<file path="src/rtl/preamble_pkg.sv">
// rtl/preamble_pkg.sv - shared types, section lengths and training-sequence tables
package preamble_pkg;

   typedef enum logic [2:0] {IDLE, PRE, STS, LTS, GAP} state_t;

   localparam int STS_LEN    = 160;
   localparam int LTS_LEN    = 160;
   localparam int STS_PERIOD = 16;
   localparam int LTS_PERIOD = 64;
   localparam int GI2_LEN    = 32;

   // Table entries are in thousandths of full scale; x128 gives ~4x gain into Q1.15.
   function automatic logic [31:0] iq(input int i_milli, input int q_milli);
      return {16'(i_milli * 128), 16'(q_milli * 128)};
   endfunction

   function automatic logic [15:0] asr16(input logic [15:0] v, input int unsigned sh);
      return 16'($signed(v) >>> sh);
   endfunction

   localparam logic [31:0] sts_rom [STS_PERIOD] = '{
      iq(  46,   46), iq(-132,    2), iq( -13,  -79), iq( 143,  -13),
      iq(  92,    0), iq( 143,  -13), iq( -13,  -79), iq(-132,    2),
      iq(  46,   46), iq(   2, -132), iq( -79,  -13), iq( -13,  143),
      iq(   0,   92), iq( -13,  143), iq( -79,  -13), iq(   2, -132)
   };

   localparam logic [31:0] lts_rom [LTS_PERIOD] = '{
      iq( 156,    0), iq(  -5, -120), iq(  40, -111), iq(  97,   83),
      iq(  21,   28), iq(  60,  -88), iq(-115,  -55), iq( -38, -106),
      iq(  98,  -26), iq(  53,    4), iq(   1, -115), iq(-137,  -47),
      iq(  24,  -59), iq(  59,  -15), iq( -22,  161), iq( 119,   -4),
      iq(  62,  -62), iq(  37,   98), iq( -57,   39), iq(-131,   65),
      iq(  82,   92), iq(  70,   14), iq( -60,   81), iq( -56,  -22),
      iq( -35, -151), iq(-122,  -17), iq(-127,  -21), iq(  75,  -74),
      iq(  -3,   54), iq( -92,  115), iq(  92,  106), iq(  12,   98),
      iq(-156,    0), iq(  12,  -98), iq(  92, -106), iq( -92, -115),
      iq(  -3,  -54), iq(  75,   74), iq(-127,   21), iq(-122,   17),
      iq( -35,  151), iq( -56,   22), iq( -60,  -81), iq(  70,  -14),
      iq(  82,  -92), iq(-131,  -65), iq( -57,  -39), iq(  37,  -98),
      iq(  62,   62), iq( 119,    4), iq( -22, -161), iq(  59,   15),
      iq(  24,   59), iq(-137,   47), iq(   1,  115), iq(  53,   -4),
      iq(  98,   26), iq( -38,  106), iq(-115,   55), iq(  60,   88),
      iq(  21,  -28), iq(  97,  -83), iq(  40,  111), iq(  -5,  120)
   };

endpackage

</file>
<file path="src/rtl/preamble_generator_if.sv">
// rtl/preamble_generator_if.sv - complex-sample transmit stream towards the DAC path
interface preamble_generator_if;
   logic        tx_axis_tvalid;
   logic        tx_axis_tready;
   logic        tx_axis_tlast;
   logic [31:0] tx_axis_tdata;

   modport master (output tx_axis_tvalid, output tx_axis_tlast, output tx_axis_tdata,
                   input  tx_axis_tready);
   modport slave  (input  tx_axis_tvalid, input  tx_axis_tlast, input  tx_axis_tdata,
                   output tx_axis_tready);
endinterface

</file>
<file path="src/rtl/preamble_rom.sv">
// rtl/preamble_rom.sv - registered lookup into the STS/LTS tables, one-cycle latency
module preamble_rom
   import preamble_pkg::*;
(
   input  logic        clk_in,
   input  logic        en_in,
   input  logic        sel_lts_in,
   input  logic [5:0]  addr_in,
   output logic [31:0] data_out
);
   logic [31:0] data_q, data_d;

   always_comb begin
      data_d = data_q;
      if (en_in) begin
         data_d = sel_lts_in ? lts_rom[addr_in] : sts_rom[addr_in[3:0]];
      end
   end

   always_ff @(posedge clk_in) begin
      data_q <= data_d;
   end

   assign data_out = data_q;
endmodule

</file>
<file path="src/rtl/preamble_generator.sv">
// rtl/preamble_generator.sv - one legacy training preamble per trigger on a 20 MSPS stream
module preamble_generator
   import preamble_pkg::*;
#(
   parameter int GAP_CYCLES = 1000,
   parameter int SHIFT      = 0
) (
   input  logic                 clk_in,
   input  logic                 rst_in,
   input  logic                 start_in,
   input  logic                 repeat_in,
   output logic                 busy_out,
   output logic [15:0]          frame_count_out,
   preamble_generator_if.master tx
);
   localparam int GW        = (GAP_CYCLES > 1) ? $clog2(GAP_CYCLES) : 1;
   localparam int FRAME_LEN = STS_LEN + LTS_LEN;

   state_t        state_q, state_d;
   logic [7:0]    beat_q, beat_d;
   logic [8:0]    fetch_q, fetch_d;
   logic [GW-1:0] gap_q, gap_d;
   logic [15:0]   count_q, count_d;
   logic          busy_q, busy_d;
   logic          tvalid_q, tvalid_d;
   logic          tlast_q, tlast_d;
   logic [31:0]   tdata_q, tdata_d;

   logic          rom_en, rom_sel_lts;
   logic [5:0]    rom_addr, lts_k;
   logic [31:0]   rom_data;
   logic          streaming, xfer, load;

   preamble_rom u_rom (
      .clk_in     (clk_in),
      .en_in      (rom_en),
      .sel_lts_in (rom_sel_lts),
      .addr_in    (rom_addr),
      .data_out   (rom_data)
   );

   always_comb begin
      // fetch_q is the frame beat index being read from the ROM, one ahead of the output register
      rom_sel_lts = fetch_q >= 9'(STS_LEN);
      lts_k       = 6'(fetch_q - 9'(STS_LEN));
      rom_addr    = rom_sel_lts ? 6'(lts_k + 6'(GI2_LEN)) : {2'b00, fetch_q[3:0]};

      streaming = (state_q == STS) || (state_q == LTS);
      xfer      = tvalid_q && tx.tx_axis_tready;
      load      = streaming && (fetch_q <= 9'(FRAME_LEN)) && (!tvalid_q || tx.tx_axis_tready);
      rom_en    = (state_q == PRE) || load;

      state_d  = state_q;
      beat_d   = beat_q;
      fetch_d  = fetch_q;
      gap_d    = gap_q;
      count_d  = count_q;
      tvalid_d = tvalid_q;
      tlast_d  = tlast_q;
      tdata_d  = tdata_q;

      if (xfer) begin
         tvalid_d = 1'b0;
         tlast_d  = 1'b0;
      end
      if (load) begin
         tvalid_d = 1'b1;
         tlast_d  = (fetch_q == 9'(FRAME_LEN));
         tdata_d  = {asr16(rom_data[31:16], SHIFT), asr16(rom_data[15:0], SHIFT)};
         fetch_d  = fetch_q + 9'd1;
      end

      case (state_q)
         IDLE: begin
            if (start_in) begin
               state_d = PRE;
               fetch_d = '0;
               beat_d  = '0;
            end
         end
         PRE: begin
            state_d = STS;
            fetch_d = fetch_q + 9'd1;
         end
         STS: begin
            if (xfer) begin
               if (beat_q == 8'(STS_LEN - 1)) begin
                  state_d = LTS;
                  beat_d  = '0;
               end else begin
                  beat_d = beat_q + 8'd1;
               end
            end
         end
         LTS: begin
            if (xfer) begin
               if (beat_q == 8'(LTS_LEN - 1)) begin
                  count_d = count_q + 16'd1;
                  beat_d  = '0;
                  if (!repeat_in) begin
                     state_d = IDLE;
                  end else if (GAP_CYCLES == 0) begin
                     state_d = PRE;
                     fetch_d = '0;
                  end else begin
                     state_d = GAP;
                     gap_d   = '0;
                  end
               end else begin
                  beat_d = beat_q + 8'd1;
               end
            end
         end
         GAP: begin
            if (!repeat_in) begin
               state_d = IDLE;
            end else if (gap_q == GW'(GAP_CYCLES - 1)) begin
               state_d = PRE;
               fetch_d = '0;
            end else begin
               gap_d = gap_q + 1'b1;
            end
         end
         default: state_d = IDLE;
      endcase

      busy_d = (state_d != IDLE);
   end

   always_ff @(posedge clk_in) begin
      if (rst_in) begin
         state_q  <= IDLE;
         beat_q   <= '0;
         fetch_q  <= '0;
         gap_q    <= '0;
         count_q  <= '0;
         busy_q   <= 1'b0;
         tvalid_q <= 1'b0;
         tlast_q  <= 1'b0;
         tdata_q  <= '0;
      end else begin
         state_q  <= state_d;
         beat_q   <= beat_d;
         fetch_q  <= fetch_d;
         gap_q    <= gap_d;
         count_q  <= count_d;
         busy_q   <= busy_d;
         tvalid_q <= tvalid_d;
         tlast_q  <= tlast_d;
         tdata_q  <= tdata_d;
      end
   end

   assign busy_out          = busy_q;
   assign frame_count_out   = count_q;
   assign tx.tx_axis_tvalid = tvalid_q;
   assign tx.tx_axis_tlast  = tlast_q;
   assign tx.tx_axis_tdata  = tdata_q;
endmodule
</file>
<file path="src/flat_wrapper.sv">
// flat-port wrapper written by rule: the top's interface ports become plain ports
module preamble_generator_flat import preamble_pkg::*;
#(
   parameter int GAP_CYCLES = 1000,
   parameter int SHIFT      = 0
)
  (clk_in, rst_in, start_in, repeat_in, busy_out, frame_count_out, tx_tx_axis_tvalid, tx_tx_axis_tlast, tx_tx_axis_tdata, tx_tx_axis_tready);
  preamble_generator_if tx_i ();
  input  logic clk_in;
  input  logic rst_in;
  input  logic start_in;
  input  logic repeat_in;
  output logic busy_out;
  output logic [15:0] frame_count_out;
  output wire logic [$bits(tx_i.tx_axis_tvalid)-1:0] tx_tx_axis_tvalid;
  output wire logic [$bits(tx_i.tx_axis_tlast)-1:0] tx_tx_axis_tlast;
  output wire logic [$bits(tx_i.tx_axis_tdata)-1:0] tx_tx_axis_tdata;
  input wire logic [$bits(tx_i.tx_axis_tready)-1:0] tx_tx_axis_tready;
  assign tx_tx_axis_tvalid = tx_i.tx_axis_tvalid;
  assign tx_tx_axis_tlast = tx_i.tx_axis_tlast;
  assign tx_tx_axis_tdata = tx_i.tx_axis_tdata;
  assign tx_i.tx_axis_tready = tx_tx_axis_tready;
  preamble_generator #(.GAP_CYCLES(GAP_CYCLES), .SHIFT(SHIFT)) u_core (.clk_in(clk_in), .rst_in(rst_in), .start_in(start_in), .repeat_in(repeat_in), .busy_out(busy_out), .frame_count_out(frame_count_out), .tx(tx_i));
endmodule
</file>
<file path="config.mk">
export PLATFORM = sky130hd
export DESIGN_NAME = preamble_generator_flat
export DESIGN_NICKNAME = d
export VERILOG_FILES = /design/src/rtl/preamble_pkg.sv /design/src/rtl/preamble_generator_if.sv /design/src/rtl/preamble_rom.sv /design/src/rtl/preamble_generator.sv /design/src/flat_wrapper.sv
export SDC_FILE = /design/constraint.sdc
export NUM_CORES = 1
export LEC_CHECK = 0
export ABC_AREA = 1
export BUFFER_PORTS_ARGS = -buffer_cell sky130_fd_sc_hd__clkbuf_2
export CAP_MARGIN = 40
export CORE_MARGIN = 2
export CORE_UTILIZATION = 40
export DETAILED_ROUTE_END_ITERATION = 10
export PLACE_DENSITY = 0.62
export SLEW_MARGIN = 30
export SYNTH_ARGS = -nofsm -noshare
export SYNTH_HDL_FRONTEND = slang
export SYNTH_SLANG_ARGS = --single-unit
export TNS_END_PERCENT = 5
</file>
<file path="constraint.sdc">
create_clock -name clk_in -period 4.3 [get_ports clk_in]
set_clock_uncertainty 0.1 [all_clocks]
set_input_delay 0.215 -clock clk_in [delete_from_list [all_inputs] [get_ports clk_in]]
set_output_delay 0.215 -clock clk_in [all_outputs]
set_load 0.05 [all_outputs]
</file>
# [Word-level counts from Yosys, hierarchy flattened]
# Memories as Yosys holds them, arrays and structs flattened.
# Cells that the tools add are included.
[totals] mem_count=2 regBits=113 elab_cells=87 romBits=2560
[mem_list] name="(name not given)" words=64 word_bits=32 read_ports=1 rd_ports_with_merged_regs=0 write_ports=0 line="preamble_rom.sv:16" rtl="data_d = sel_lts_in ? lts_rom[addr_in] : sts_rom[addr_in[3:0]];"
[mem_list] name="(name not given)" words=16 word_bits=32 read_ports=1 rd_ports_with_merged_regs=0 write_ports=0 line="preamble_rom.sv:16"
[classes] n_lt_le_gt_ge=4 add_sub_neg=6 n_bitwise=2 muxes=33 n_eq_ne=14 reduce_logical=16
[ops] op="$mux 32" count=5
[ops] op="$mux 10" count=5
[ops] op="$mux 9" count=4
[ops] op="$pmux 9 s3" count=1
[ops] op="$mux 3" count=8
[ops] op="$mux 8" count=3
[ops] op="$pmux 10 s2" count=1
[ops] op="$add 16x1->16 const B" count=1
[ops] op="$pmux 8 s2" count=1
[ops] op="$pmux 3 s5" count=1
[ops] op="$add 10x1->10 const B" count=1
[ops] op="$eq 10x10->1 const B" count=1
[ops] op="$ne 2x2->1 const B" count=5
[ops] op="$add 9x1->9 const B" count=1
[ops] op="$eq 9x9->1 const B" count=1
[ops] op="$ge 9x8->1 const B" count=1
[ops] op="$le 9x9->1 const B" count=1
[ops] op="$add 8x1->8 const B" count=1
[ops] op="$eq 8x8->1 const B" count=1
[ops] op="$ge 7x7->1 const B" count=1
[ops] op="$not 6->7" count=1
[ops] op="$add 6x6->6 const B" count=1
[ops] op="$eq 3x2->1 const B" count=2
[ops] op="$mux 6" count=1
[ops] op="other kinds (16)" count=26

# [Longest topological paths before layout]
# Gate-level depths: netlist (run 1).
[logic_depth] depth_word=8 depth_mapped=12

# [Cells and area by module]
# Synthesis (run 1) repeated with hierarchy kept, for this count alone.
[hier_totals] hier_cells=1067 hier_area_um2=6681.4
[modules_own_cells] mod="preamble_generator" area_each_um2=3913.8 cells_per_inst=572 seq_area_each_um2=1621.6 n_inst=1
[modules_own_cells] mod="preamble_rom" area_each_um2=2767.7 cells_per_inst=495 seq_area_each_um2=540.5 n_inst=1

# [Worst setup path before layout (run 1)]
# Ideal clock, no wire load.
[synth_timing] kind="reg2reg" startpoint="reg u_core.fetch_q[0]" endpoint="reg u_core.u_rom.data_q[10], in the netlist u_core.u_rom.data_out[10] (enable)" stages_incl_launch_ff=11 period_less_slack_ns=2.480 setup_time_ns=0.375 arrival_ns=2.006 setup_slack_ns=1.820 cell_sequence="dfxtp_1 > inv_1 > ha_1 > nand2_4 > nor2_4 > nand3_1 > nand2_1 > nand3_2 > buf_6 > buf_2 > nand2_1"
[synth_between] elab_chain_len=4
[synth_lines] element="from (decl)" line="preamble_generator.sv:21" rtl="logic [8:0] fetch_q, fetch_d;"
[synth_lines] element="from (signal assigned)" line="preamble_generator.sv:144" rtl="fetch_q <= fetch_d;"
[synth_lines] element="$le 9x9->1" line="preamble_generator.sv:50" rtl="load = streaming && (fetch_q <= 9'(FRAME_LEN)) && (!tvalid_q || tx.tx_axis_tready);"
[synth_lines] element="$logic_and 1x1->1 (2 in series)" line="preamble_generator.sv:50"
[synth_lines] element="$logic_or 1x1->1" line="preamble_generator.sv:51" rtl="rom_en = (state_q == PRE) || load;"
[synth_lines] element="via u_core.rom_en" line="preamble_generator.sv:29" rtl="logic rom_en, rom_sel_lts;"
[synth_lines] element="to (signal assigned)" line="preamble_rom.sv:21" rtl="data_q <= data_d;"
[synth_lines] element="to (decl)" line="preamble_rom.sv:11" rtl="logic [31:0] data_q, data_d;"
# The timed path passes the listed nets, and every way through them passes these cells.
# A chain may end at the register's enable or synchronous reset.

# [Worst setup path in the final report (run 1)]
[layout_timing] startpoint="reg u_core.fetch_q[1]" endpoint="reg u_core.u_rom.data_q[29], in the netlist u_core.u_rom.data_out[29] (enable)"
# Same word-level chain as after synthesis.

==> results_dict.tcl, run 1 <==
set metrics [dict create \
    status "completed" \
    ys_seq_area_frac 0.306 \
    fin_ws_ps 1310 \
    ys_types 46 \
    power_frac_comb 0.245 \
    antenna_found_initial 0 \
    tns_ps 0 \
    swShare 0.347 \
    critPathMaxFanout 18 \
    avgSynthCellArea_um2 6.49 \
    detailedRoute.firstIterationViolations 834 \
    worst_setup_path_end_kind "register" \
    peakVddDrop_mv 0.173 \
    async_flop_share 0 \
    crit_required_ps 4160 \
    pwr-share-seq 0.406 \
    synth_area_leaders "dfxtp_1 22%, nand2_1 13%, edfxtp_1 8.8%" \
    fp-row-count 45 \
    drv_cap 0 \
    cts_hold_buf 0 \
    syn-cell-area_um2 6160 \
    antenna_cells 0 \
    cts.sinks 85 \
    finalInstanceArea_um2 6670 \
    grt_max_degree 48 \
    wl_per_cell_um 16.1 \
    numCtsBuffers 9 \
    timing.rr.end "u_core.u_rom.data_out[29]" \
    root_buffer "clkbuf_16" \
    hp-start "start_in" \
    reg2reg_slack_ps 1310 \
    viasPerCell 5.56 \
    setup_viol 0 \
    cts_tree "yes" \
    synth_top_area_frac 0.218 \
    dieArea_um2 16400 \
    startpoint_type "register" \
    rr_worst_depth 8 \
    whs_endpoint "u_core.beat_q[6]" \
    rsz0062_at_grt "no" \
    io_buffers 41 \
    path_clk_slew_ps 70 \
    synth-main-ff-cell "dfxtp_1" \
    clock_latency_ps 340 \
    worst_hold_path_type "in -> reg" \
    drtAntennaViolNets 0 \
    num_vias 6426 \
    start_util 0.406 \
    max_slew_margin 0.512 \
    yosys_warnings 0 \
    core_area_um2 15100 \
    dp_hpwl_um 13700 \
    synth-seq-cells 85 \
    p_clk_frac 0.349 \
    postCtsSetupRepairBufs 0 \
    hold_viol_final 0 \
    leakagePower_nw 2.81 \
    clk_path_buf_depth 2 \
    overflow 0 \
    drt-total-wl_um 18600 \
    die_h_um 128 \
    grt_pass1_vias 5854 \
    synthCells 948 \
    cp_slowest_cell "nand2_1" \
    mostFrequentLayoutCell "nand2_1" \
    finalMaxSlewViolations 0 \
    syn_to_final_growth_pct 8.37 \
    layout_common_cells "220 x nand2_1, 100 x a21oi_1, 95 x nand3_1, 95 x inv_1, 82 x o21ai_0" \
    synth_edf_count 18 \
    place_ws_ps 1360 \
    cts_max_level 3 \
    crit_arrival_ps 2850 \
    p_per_area_nw_per_um2 338 \
    tightest_slew_ps 730 \
    cts_resized 0 \
    drc 0 \
    nets 986 \
    fmax_mhz 335 \
    r2r-start "u_core.fetch_q[1]" \
    drtPass1Iterations 7 \
    die_w_um 128 \
    finalWeightedCongestion 1.07 \
    drive_above_1_share 0.0931 \
    p_sw_mw 0.783 \
    path_class "reg -> reg" \
    cp_cell_sequence "inv_1 -> ha_1 -> nand2_4 -> nor2_4 -> nand3_1 -> nand2_1 -> nand3_2 -> nand2_1" \
    critical_path.most_common_cell "nand2_1" \
    grtUsageTotal 0.229 \
    intPower_mw 1.47 \
    place_area_um2 6370 \
    period_needed_ps 2990 \
    yosys.area.top_type "dfxtp_1" \
    whs_path_depth 4 \
    cp_slowest_stage_delay_ps 570 \
    io_pins 56 \
    grt_first_pass_wirelength_um 30100 \
    fillers 1599 \
    fin_crit_sh 0.695 \
]
## synth_stat cells (3+ instances only)
library cell	n
a21oi_1	100
nor2_1	68
o211ai_1	14
nand3_1	95
inv_1	95
xor2_1	11
nor3_1	21
a31oi_1	3
buf_6	5
inv_2	5
nand4_1	22
clkinv_1	3
edfxtp_1	18
ha_1	19
a211oi_1	4
nand2_1	220
nand2_2	5
buf_4	18
o21ai_0	82
dfxtp_1	67
clkbuf_1	12
buf_2	22
## cell type report
cell class,instances,area (um2),share of cell area
clock buffer,10,229,0.0343
clock inverter,6,70.1,0.0105
inverter,104,395,0.0593
multi-input combinational,713,3570,0.536
sequential,85,1880,0.282
tap,188,235,0.0353
timing repair buffer,49,285,0.0428
## worst max-delay path by stage
stage | depth (start not counted) | to | slack [ps] | from
floorplan | 10 | u_core.u_rom.data_out[10] | 1820 | u_core.fetch_q[0]
global placement | 8 | u_core.u_rom.data_out[30] | 1360 | u_core.fetch_q[1]
detailed placement | 8 | u_core.u_rom.data_out[30] | 1360 | u_core.fetch_q[1]
CTS | 8 | u_core.u_rom.data_out[29] | 1340 | u_core.fetch_q[1]
global route | 8 | u_core.u_rom.data_out[29] | 1080 | u_core.fetch_q[1]
finish | 8 | u_core.u_rom.data_out[29] | 1310 | u_core.fetch_q[1]
## logic make-up (layout without fill, tap and decap cells)
logic type / Yosys count / count (layout) / share of synthesized area
AO/OA/AOI/OAI: 216 / 216 / 0.188
XOR/XNOR: 13 / 13 / 0.0185
adder cells (fa/ha/maj): 19 / 19 / 0.0386
buffers and inverters: 163 / 169 / 0.122
flip-flops: 85 / 85 / 0.306
other: 1 / 14 / 0.000609
AND/OR/NAND/NOR: 451 / 451 / 0.326
## sequential cells by signal (all words and copies together) (netlist names)
| name | flops |
|---|---|
| u_core.state_q | 3 |
| u_core.frame_count_out | 16 |
| u_core.beat_q | 8 |
| u_core.tx.tx_axis_tvalid | 1 |
| u_core.busy_out | 1 |
| u_core.tx.tx_axis_tdata | 18 |
| u_core.fetch_q | 9 |
| u_core.gap_q | 10 |
| u_core.u_rom.data_out | 18 |
| u_core.tx.tx_axis_tlast | 1 |
## power groups by stage
stage               Sequential, mW  Combinational [mW]  Clock (mW)
floorplan                    0.987               0.354           0
finish                       0.916               0.552       0.788
detailed placement           0.933               0.537           0
global route                 0.921               0.602       0.846
CTS                          0.915               0.538       0.803
global placement             0.933               0.544           0
## per-layer routing
metal,GRT usage,routed length (um),share of wire
met4,0.110,948,0.051
met5,0,0,0
met2,0.349,7940,0.43
met1,0.307,8200,0.44
met3,0.0505,1560,0.084
## through the flow
stage,std cells,total power [mW],hold WS [ps],utilization
6_report,1155,2.26,130,0.440
5_1_grt,1155,2.37,154,0.440
4_1_cts,1155,2.26,122,0.440
3_5_place_dp,1139,1.47,339,0.421
3_3_place_gp,1138,1.48,332,0.419
2_1_floorplan,961,1.34,320,-
## critical path, delay by kind of cell (launching register included)
kind | cells | cell delay, ps
flops | 1 | 430
fa+ha+maj | 1 | 340
buf+inv | 1 | 430
simple gates | 6 | 1300
(Power assumes the default switching activity.)
==> run 2: changes to the inputs <==
==> constraint.sdc (replaced) <==
create_clock -name clk_in -period 2.8 [get_ports clk_in]
set_clock_uncertainty 0.1 [all_clocks]
set_input_delay 0.14 -clock clk_in [delete_from_list [all_inputs] [get_ports clk_in]]
set_output_delay 0.14 -clock clk_in [all_outputs]
set_load 0.05 [all_outputs]
==> run 2 against run 1 <==
- largest power group unchanged
- total power rose by 58%
- sequential power rose by 52%
- register-to-register slack got worse by 830 ps
- count of clock-buffer cells in the layout fell by 1
- wire length rose by 0.68%
- global-route usage fell by 0.076 points
==> results_dict.tcl, run 2 (synthesis results as in run 1) <==
set metrics [dict create \
    cp_cell_sequence "buf_4 -> nor2_1 -> o21ai_0 -> inv_1 -> a211oi_1 -> nor2_1 -> nor2_1 -> nor2_1" \
    drt-total-wl_um 18800 \
    cp_slowest_stage_delay_ps 420 \
    whs_path_depth 4 \
    finalWeightedCongestion 1.05 \
    fmax_mhz 432 \
    p_sw_mw 1.21 \
    tns_ps 0 \
    leakagePower_nw 2.88 \
    dp_hpwl_um 13500 \
    crit_required_ps 2790 \
    io_pins 56 \
    fin_crit_sh 0.826 \
    cts_resized 0 \
    status "completed" \
    worst_setup_path_end_kind "register" \
    met2_usage 0.342 \
    cts_hold_buf 0 \
    path_class "reg -> reg" \
    critical_path.most_common_cell "nor2_1" \
    crit_arrival_ps 2300 \
    rr_worst_depth 8 \
    dieArea_um2 16400 \
    drtAntennaViolNets 0 \
    clock_latency_ps 340 \
    postCtsSetupRepairBufs 0 \
    io_buffers 41 \
    drv_cap 0 \
    die_w_um 128 \
    power_frac_comb 0.250 \
    grt_pass1_vias 5717 \
    root_buffer "clkbuf_16" \
    overflow 0 \
    viasPerCell 5.48 \
    cts_max_level 3 \
    crit_end "u_core.u_rom.data_out[8]" \
    drive_above_1_share 0.104 \
    grtUsageTotal 0.228 \
    antenna_found_initial 0 \
    place_inst 1151 \
    grt_max_degree 70 \
    finalMaxSlewViolations 0 \
    numCtsBuffers 9 \
    path_clk_slew_ps 70 \
    tightest_slew_ps 745 \
    cp_slowest_cell "o21ai_0" \
    cts.sinks 85 \
    gr-usage-met3 0.0476 \
    core_area_um2 15100 \
    nets 998 \
    pwr-share-seq 0.388 \
    top_usage_layer "met2" \
    place_area_um2 6470 \
    antenna_cells 0 \
    startpoint_type "register" \
    drtPass1Iterations 5 \
    p_clk_frac 0.362 \
    setup_viol 0 \
    fillers 1562 \
    crit_start "u_core.fetch_q[2]" \
    period_needed_ps 2310 \
    timing.rr.end "u_core.u_rom.data_out[8]" \
    detailedRoute.firstIterationViolations 955 \
    peakVddDrop_mv 0.273 \
    hold_viol_final 0 \
    drc 0 \
    intPower_mw 2.36 \
    worst_hold_path_type "in -> reg" \
    critPathMaxFanout 29 \
    start_util 0.406 \
    layout_common_cells "220 x nand2_1, 100 x a21oi_1, 95 x nand3_1, 95 x inv_1, 82 x o21ai_0" \
    mostFrequentLayoutCell "nand2_1" \
    wl_per_cell_um 16.1 \
    num_vias 6397 \
    swShare 0.338 \
    p_per_area_nw_per_um2 526 \
    grt_first_pass_wirelength_um 29700 \
    use_met1 0.318 \
    clk_path_buf_depth 2 \
    fin_util 0.448 \
    finalInstanceArea_um2 6790 \
    fin_cells 1167 \
    fp-row-count 45 \
    max_slew_margin 0.503 \
    cts_tree "yes" \
    syn_to_final_growth_pct 10.3 \
    die_h_um 128 \
    rsz0062_at_grt "no" \
    reg2reg_slack_ps 490 \
    r2r-start "u_core.fetch_q[2]" \
]
==> run 2: how the worst min path moves through the flow <==
stage	startpoint	to	slack (ps)
floorplan	repeat_in	u_core.gap_q[2]	250
global route	start_in	u_core.beat_q[6]	100
detailed placement	u_core.tx.tx_axis_tdata[8]	u_core.tx.tx_axis_tdata[8]	340
finish	start_in	u_core.beat_q[6]	50
global placement	u_core.tx.tx_axis_tdata[30]	u_core.tx.tx_axis_tdata[30]	340
CTS	start_in	u_core.beat_q[6]	40
==> run 2: stage by stage <==
stage / worst slack, ps / hold slack, ps / power [mW]
floorplan: 320 / 245 / 2.06
global placement: 515 / 336 / 2.30
detailed placement: 589 / 341 / 2.28
CTS: 592 / 41.5 / 3.59
global route: 277 / 99.8 / 3.73
finish: 488 / 52.5 / 3.57
==> run 2: area by class of cell <==
type                       count  area [um2]  area share
inverter                     104         395      0.0582
multi-input combinational    713        3570       0.526
clock inverter                 7        95.1      0.0140
clock buffer                   9         225      0.0332
timing repair buffer          61         380      0.0560
sequential                    85        1880       0.277
tap                          188         235      0.0347
==> run 2: critical path, delay by kind of cell (launching register included) <==
| family | cells | cell delay [ps] |
|---|---|---|
| AOI/OAI and AO/OA | 2 | 630 |
| and+or+nand+nor | 4 | 420 |
| DFF | 1 | 380 |
| buffers and inverters | 2 | 500 |
==> run 2: power by group through the flow <==
stage               Combinational (mW)  Clock [mW]  Sequential [mW]
floorplan                        0.544           0             1.52
global placement                 0.887           0             1.41
CTS                              0.872        1.33             1.39
detailed placement               0.870           0             1.41
global route                     0.968        1.36             1.39
finish                           0.892        1.29             1.39
==> run 2: per-layer routing <==
metal	part of all wire	wire length (um)	up-vias
li1	-	-	3196
met1	0.46	8700	2843
met4	0.033	622	0
met5	0	0	-
met2	0.42	7940	304
met3	0.081	1520	54
